### src/rtl/kbd_event_fifo.sv
// PS/2 scan-code parser feeding a show-ahead event FIFO, with modifier
// tracking, typematic repeat tagging and a fixed-length STOP pulse.
module kbd_event_fifo #(
    parameter int DEPTH        = 8,
    parameter bit PASS_REPEAT  = 1'b1,
    parameter bit QUEUE_BREAKS = 1'b0,
    parameter int PULSE_LEN    = 256
) (
    input  logic                     mclk,
    input  logic                     reset_in,
    input  logic                     scan_dav,
    input  logic [7:0]               scan_code,
    input  logic                     rd,
    output logic                     evt_valid,
    output logic [7:0]               evt_code,
    output logic                     evt_e0,
    output logic                     evt_brk,
    output logic                     evt_rpt,
    output logic [2:0]               evt_mods,
    output logic [2:0]               mods,
    output logic                     key_stop,
    output logic                     overflow,
    input  logic                     ovf_clr,
    output logic [$clog2(DEPTH):0]   level
);
    localparam int AW = $clog2(DEPTH);
    localparam int EW = 14;
    localparam logic [AW:0] FULL_LVL  = DEPTH[AW:0];
    localparam logic [15:0] PULSE_CNT = PULSE_LEN[15:0];

    logic          e0f, brkf;
    logic [2:0]    skip_cnt;
    logic          held_vld;
    logic [8:0]    held_key;
    logic [15:0]   stop_cnt;
    logic          pend_vld;
    logic [EW-1:0] pend_ent;

    logic          skip_busy, is_filler, evt_done;
    logic [8:0]    key_id;
    logic          fake_shift, is_shift, is_ctrl, is_alt, is_mod, is_f12;
    logic          is_rep, do_queue, stop_start;

    assign skip_busy  = skip_cnt != 3'd0;
    assign is_filler  = scan_code inside {8'hAA, 8'hFA, 8'hFE, 8'h00, 8'hFF};
    assign evt_done   = scan_dav && !skip_busy
                        && !(scan_code inside {8'hE1, 8'hE0, 8'hF0})
                        && !(is_filler && !e0f && !brkf);
    assign key_id     = {e0f, scan_code};
    assign fake_shift = e0f && (scan_code == 8'h12);
    assign is_shift   = !e0f && ((scan_code == 8'h12) || (scan_code == 8'h59));
    assign is_ctrl    = scan_code == 8'h14;
    assign is_alt     = scan_code == 8'h11;
    assign is_mod     = is_shift || is_ctrl || is_alt;
    assign is_f12     = !e0f && (scan_code == 8'h07);
    assign is_rep     = !brkf && held_vld && (held_key == key_id);
    assign do_queue   = evt_done && !fake_shift && !is_mod && !is_f12
                        && (brkf ? QUEUE_BREAKS : (!is_rep || PASS_REPEAT));
    assign stop_start = evt_done && is_f12 && !brkf && (stop_cnt == 16'd0);

    always_ff @(posedge mclk) begin
        if (reset_in) begin
            e0f      <= 1'b0;
            brkf     <= 1'b0;
            skip_cnt <= 3'd0;
            held_vld <= 1'b0;
            held_key <= 9'd0;
            mods     <= 3'd0;
        end else if (scan_dav) begin
            if (skip_busy) begin
                skip_cnt <= skip_cnt - 3'd1;
            end else if (scan_code == 8'hE1) begin
                // Pause sends E1 plus seven more bytes with no break
                skip_cnt <= 3'd7;
                e0f      <= 1'b0;
                brkf     <= 1'b0;
            end else if (scan_code == 8'hE0) begin
                e0f <= 1'b1;
            end else if (scan_code == 8'hF0) begin
                brkf <= 1'b1;
            end else if (evt_done) begin
                e0f  <= 1'b0;
                brkf <= 1'b0;
                if (!fake_shift) begin
                    if (!brkf && !is_rep) begin
                        held_vld <= 1'b1;
                        held_key <= key_id;
                    end else if (brkf && held_vld && (held_key == key_id)) begin
                        held_vld <= 1'b0;
                    end
                    if (is_shift) mods[0] <= !brkf;
                    if (is_ctrl)  mods[1] <= !brkf;
                    if (is_alt)   mods[2] <= !brkf;
                end
            end
        end
    end

    always_ff @(posedge mclk) begin
        if (reset_in) begin
            pend_vld <= 1'b0;
            pend_ent <= '0;
            stop_cnt <= 16'd0;
        end else begin
            pend_vld <= do_queue;
            if (do_queue) pend_ent <= {mods, is_rep, brkf, e0f, scan_code};
            if (stop_start) stop_cnt <= PULSE_CNT;
            else if (stop_cnt != 16'd0) stop_cnt <= stop_cnt - 16'd1;
        end
    end

    assign key_stop = stop_cnt != 16'd0;

    logic [EW-1:0] mem [DEPTH];
    logic [AW-1:0] wr_ptr, rd_ptr;
    logic [EW-1:0] head_hold, head;
    logic          fifo_full, do_pop, do_wr, ovf_set;

    assign evt_valid = level != '0;
    assign fifo_full = level == FULL_LVL;
    assign do_pop    = rd && evt_valid;
    assign do_wr     = pend_vld && (!fifo_full || do_pop);
    assign ovf_set   = pend_vld && fifo_full && !do_pop;

    always_ff @(posedge mclk) begin
        if (do_wr) mem[wr_ptr] <= pend_ent;
    end

    always_ff @(posedge mclk) begin
        if (reset_in) begin
            wr_ptr    <= '0;
            rd_ptr    <= '0;
            level     <= '0;
            overflow  <= 1'b0;
            head_hold <= '0;
        end else begin
            if (do_wr)  wr_ptr <= wr_ptr + 1'b1;
            if (do_pop) rd_ptr <= rd_ptr + 1'b1;
            case ({do_wr, do_pop})
                2'b10:   level <= level + 1'b1;
                2'b01:   level <= level - 1'b1;
                default: level <= level;
            endcase
            if (ovf_set)      overflow <= 1'b1;
            else if (ovf_clr) overflow <= 1'b0;
            if (evt_valid) head_hold <= mem[rd_ptr];
        end
    end

    // an empty FIFO keeps presenting the last head seen
    assign head = evt_valid ? mem[rd_ptr] : head_hold;
    assign {evt_mods, evt_rpt, evt_brk, evt_e0, evt_code} = head;

endmodule

### config.mk
export PLATFORM = sky130hd
export DESIGN_NAME = kbd_event_fifo
export DESIGN_NICKNAME = d
export VERILOG_FILES = /design/src/rtl/kbd_event_fifo.sv
export SDC_FILE = /design/constraint.sdc
export NUM_CORES = 1
export LEC_CHECK = 0
export ABC_CLOCK_PERIOD_IN_PS = 2850
export CAP_MARGIN = 40
export CORE_AREA = 8 8 183 185
export CTS_BUF_LIST = sky130_fd_sc_hd__clkbuf_2 sky130_fd_sc_hd__clkbuf_4 sky130_fd_sc_hd__clkbuf_8
export CTS_CLUSTER_SIZE = 40
export DETAILED_ROUTE_END_ITERATION = 6
export DIE_AREA = 0 0 191 193
export PLACE_DENSITY = 0.5
export SYNTH_ARGS = -nofsm -noshare
export SYNTH_HDL_FRONTEND = slang
export SYNTH_SLANG_ARGS = --single-unit
export TNS_END_PERCENT = 50
### constraint.sdc
create_clock -name mclk -period 2.85 [get_ports mclk]
set_input_delay 0.4275 -clock mclk [delete_from_list [all_inputs] [get_ports mclk]]
set_output_delay 0.4275 -clock mclk [all_outputs]
set_load 0.05 [all_outputs]
Word level (Yosys, flattened, before mapping)

Memory sizes are Yosys's and may differ from the RTL's. A register that Yosys moved wholly into a read port is not among the register bits.
Cells that the tools add are included.

Add/sub/neg operators: 6
Equality and inequality tests: 18
Muxes and demuxes: 22
Bitwise gates (word level): 5
Reduce and logical (&&, ||, !) cells: 62

Operator list:

| operator                                                              | number |
|---|---|
| 8-bit equality test, second input constant                            | 7 |
| 8-bit AND reduction                                                   | 5 |
| 8-bit by 5-bit equality test with 1-bit output, second input constant | 3 |
| 1-bit logical AND                                                     | 24 |
| 9-bit two-way mux                                                     | 2 |
| 16-bit zero test                                                      | 1 |
| 16-bit nonzero test                                                   | 1 |
| 16-bit by 1-bit subtractor with 16-bit output, second input constant  | 1 |
| 1-bit two-way mux                                                     | 14 |
| 14-bit two-way mux                                                    | 1 |
| 3-bit two-way mux                                                     | 4 |
| 3-bit nonzero test                                                    | 4 |
| 1-bit zero test                                                       | 11 |
| 2-bit nonzero test                                                    | 5 |
| 9-bit equality test                                                   | 1 |
| 8-bit by 3-bit equality test with 1-bit output, second input constant | 1 |
| 8-bit by 7-bit equality test with 1-bit output, second input constant | 1 |
| 8-bit zero test                                                       | 1 |
| 4-bit one-hot mux with 2 select lines                                 | 1 |
| 4-bit AND reduction                                                   | 2 |
| 3-bit by 1-bit adder with 3-bit output, second input constant         | 2 |
| 1-bit NOT                                                             | 5 |
| 5-bit nonzero test                                                    | 1 |
| 4-bit by 1-bit adder with 4-bit output, second input constant         | 1 |
| 11 further kinds                                                      | 14 |

Flip-flop bits (word level): 74
Memory bits (writable): 112
Output and inout bits: 24
Word-level logic and storage cells: 131
Memories: 1

Memory list:

| memory | depth | bits a word | rd ports | clocked after Yosys merged registers in | wr ports | line | text |
|---|---|---|---|---|---|---|---|
| mem    | 8     | 14          | 1        | 1                                       | 1        | 114  | `logic [EW-1:0] mem [DEPTH];` |

Longest topological paths before layout

Depth after elaboration: 10
Depth in mapped cells: 11
Depth with buffers taken out: 11

Worst setup path before layout

OpenSTA, ideal clock, no wires.

Path kind: flip-flop to output port
From: reg (tool-made name)
To: out evt_brk
Data arrival time: 2.413 ns
Data required time: 2.423 ns
Setup slack: 0.009 ns
Stages on the path, launching flop included: 6
Buffers on the path: 2
Cells stage by stage: dfxtp_1 clkbuf_1 clkbuf_1 mux4_2 mux2i_1 o21ai_0

RTL lines:

| what          | line | text |
|---|---|---|
| end, declared | 17   | `output logic evt_brk,` |

==> metrics.md <==
| Metric | Value |
|---|---|
| Status | `complete, no violations` |
| Seq/Total Area, Yosys | `0.6294` |
| Unrepaired setup endpoints after global routing | `false` |
| Fillers | `3114` |
| Initial antenna violation count | `0` |
| Clock skew | `0.01948 ns` |
| Number of global-route vias before repair | `4639` |
| LEAKAGE | `3.213 nW` |
| Synth top cells by count | `edfxtp_1, dfxtp_1, nand2_1, nor2_1, mux2i_1` |
| Inserted Diodes | `0` |
| Pwr Density | `996.0 mW/mm^2` |
| CTS tree | `yes` |
| Setup crit end kind | `output port` |
| Die W | `191 microns` |
| Crit path required time | `2.42 ns` |
| Synthesis-stage register bit count | `189` |
| Hold_sp | `held_key[0]` |
| Drt first pass iters | `4` |
| Routed WL | `16150 microns` |
| Inserted Clock Buffers | `17` |
| Detailed Route Iter0 Violations | `265` |
| First-pass GRT wire length | `26110 microns` |
| Max Cap Viol | `0` |
| Hold crit path type | `flop to flop` |
| Top-count cell post-synth | `edfxtp_1` |
| R2r endpoint | `level[3]` |
| Crit path arrival time | `2.26 ns` |
| Netlist cell types | `56` |
| Mapped Avg Cell Area | `13.53 sq um` |
| Reg2Reg Depth | `11` |
| Gr usage total | `0.09190` |
| Largest net degree at the start of global routing | `38` |
| Final GP Congestion | `0.7333` |
| TNS Setup | `0 ns` |
| Die height | `193 microns` |
| Slew Limit Fails | `0` |
| CTS Sinks | `189` |
| Combinational family with the most area after synthesis | `multiplexers` |
| Hold depth | `2` |
| Syn Std Cell Area | `0.007792 sq mm` |
| Headroom to the max-slew limit | `0.4673` |
| # port buffers | `36` |
| Final setup fails | `0` |
| Hold EP | `held_key[0]` |
| Slew @ Worst Pin | `0.7963 ns` |
| Startpoint types | `flop` |
| Async SR Flop Fraction | `0` |
| Core Region | `0.03082 sq mm` |
| Reg clk slew, reported paths | `0.10 ns` |
| Final core utilization | `0.3092` |
| Final nets | `668` |
| Hold Buf Count CTS | `0` |
| Post-synth top area share | `0.4316` |
| Final hold violation count | `0` |
| Most used DFF post-synth | `edfxtp_1` |
| DR vias | `4581` |
| Synth Area in XOR/XNOR | `0.03035` |
| H-tree levels | `4` |
| Post-synthesis mux area share | `0.1297` |
| Die area | `0.03686 sq mm` |
| Synthesis-to-finish area growth | `22.29%` |
| Reg-to-reg startpoint | `level[0]` |
| IO Count | `37` |
| Adder-Cell Fraction of Synth Area | `0.01541` |
| Initial core utilization | `0.2528` |
| Mapped Cells | `576` |
| Setup CP Type | `flop to output port` |
| Vias per cell | `4.318` |
| Worst-Skew Late Latency | `0.45 ns` |
| Site Rows | `65` |
| DP HPWL | `10650 microns` |
| Share of layout cells above drive strength 1 | `0.2079` |
| Fmax achieved | `372.0 MHz` |
| Clk Tree Root Cell | `clkbuf_8` |
| Compound-Gate Fraction of Synth Area | `0.04737` |
| Crit-path max FO | `11` |
| Syn Nets | `598` |
| Peak supply drop | `0.5175 mV` |
| Antenna viol nets, final | `0` |
| Gr ovfl total | `0` |
| Avg WL per Cell | `15.22 microns` |
| Period utilisation layout | `0.9431` |
| Synth warn | `0` |
| Post-synth EDFFs | `112` |
| Synth top area cells | `edfxtp_1, dfxtp_1, mux4_2, mux2i_1, nand2_1` |
| Longest Clk Path Bufs | `2` |
| Synth area leader | `edfxtp_1` |
| DRC errors left | `0` |
| Min Tclk post-route | `2.688 ns` |
| Flop-to-flop setup slack | `0.40 ns` |
| Simple-Gate Fraction of Synth Area | `0.1206` |
-- cells in the final DEF, fill, tap and decap left out, drive strengths merged, types with 3 or more instances in the layout --
cell	count
nand2b	5
or2	3
ha	8
nor2b	6
a211oi	4
nand2	54
clkdlybuf4s50	20
nor4	11
nand3	6
a21oi	15
nor3	7
edfxtp	112
buf	63
nand3b	4
clkbuf	17
xnor2	17
clkinv	5
and2	17
nor2	53
inv	18
mux4	28
xor2	10
o21ai	17
dfxtp	77
nor3b	3
nand4	4
mux2i	38
bufinv	3
or3	6
-- where the power goes --
group	total, mW	switching, mW	internal, mW
clock	1.97	1.06	0.917
combinational	4.03	2.14	1.89
sequential	3.48	0.258	3.23
total	9.49	3.45	6.04
-- sequential cells by signal (all words and copies together), names as in the netlist, named ones only --
register / flops
brkf: 1
e0f: 1
head_hold: 14
held_key: 9
held_vld: 1
level: 4
mem: 112
mods: 3
overflow: 1
pend_ent: 14
pend_vld: 1
rd_ptr: 3
skip_cnt: 3
stop_cnt: 16
wr_ptr: 3
-- worst max path at each step --
stage | from | end | slack [ns] | cells past startpoint
2_1_floorplan | flop | evt_brk | 0.009 | 5
3_3_place_gp | scan_code[0] | stop_cnt[3] | 0.05 | 7
3_5_place_dp | scan_code[0] | stop_cnt[6] | 0.03 | 7
4_1_cts | flop | evt_e0 | 0.02 | 5
5_1_grt | flop | evt_brk | 0.006 | 6
6_report | flop | evt_mods[2] | 0.16 | 6
-- final cells by class --
| cell class | instances | area [sq um] | area share |
|---|---|---|---|
| flip-flops and latches | 189 | 4908 | 0.5151 |
| clock buffers | 17 | 234.0 | 0.02455 |
| multi-input cells | 341 | 2701 | 0.2835 |
| repair buffers | 84 | 910.9 | 0.09559 |
| well taps | 402 | 503.0 | 0.05278 |
| clock inverters | 15 | 222.7 | 0.02337 |
| inverters | 13 | 48.80 | 0.005121 |
-- critical path: stages (launching register included) --
cell and delay (ns):
dfxtp_4 0.45, buf_4 0.15, buf_12 0.14, mux4_2 0.50, mux2i_1 0.17, o21ai_0 0.18
buf_12 0.20
-- timing repair --
item | CTS | global route
setup buffers | 0 | 8
endpoints found under the setup margin | 8 | 7
pin swaps | 0 | 1
gates resized for setup | 1 | 3
-- stage by stage --
step	total power, mW	hold slack, ns	setup slack, ns	area (sq um)	instances
after CTS	9.564	0.4806	0.02493	9467	1053
after detailed placement	7.573	0.4645	0.02865	9007	1021
after global routing	10.07	0.4938	0.005593	9529	1061
after global placement	7.547	0.4578	0.05005	9007	1021
final	9.491	0.4786	0.1621	9529	1061
after floorplan	5.965	0.4463	0.009243	7792	576
-- kinds of logic (layout without fill, tap and decap cells) --
family	count (synthesis)	in the layout
DFF	189	189
and+or+nand+nor	186	186
AOI/OAI and AO/OA	53	53
xor gates and xnor gates	27	27
muxes	66	66
adders and majority gates	9	9
buffers and inverters	46	129
-- routing by layer --
| metal | vias to the layer above | track usage | wire length (microns) |
|---|---|---|---|
| met5 | - | 0 | 0 |
| met4 | 0 | 0.02237 | 93 |
| met3 | 6 | 0.02572 | 783 |
| met2 | 86 | 0.1451 | 7482 |
| met1 | 2248 | 0.1230 | 7794 |
| li1 | 2241 | - | - |
Power figures use the tool's default switching activity.
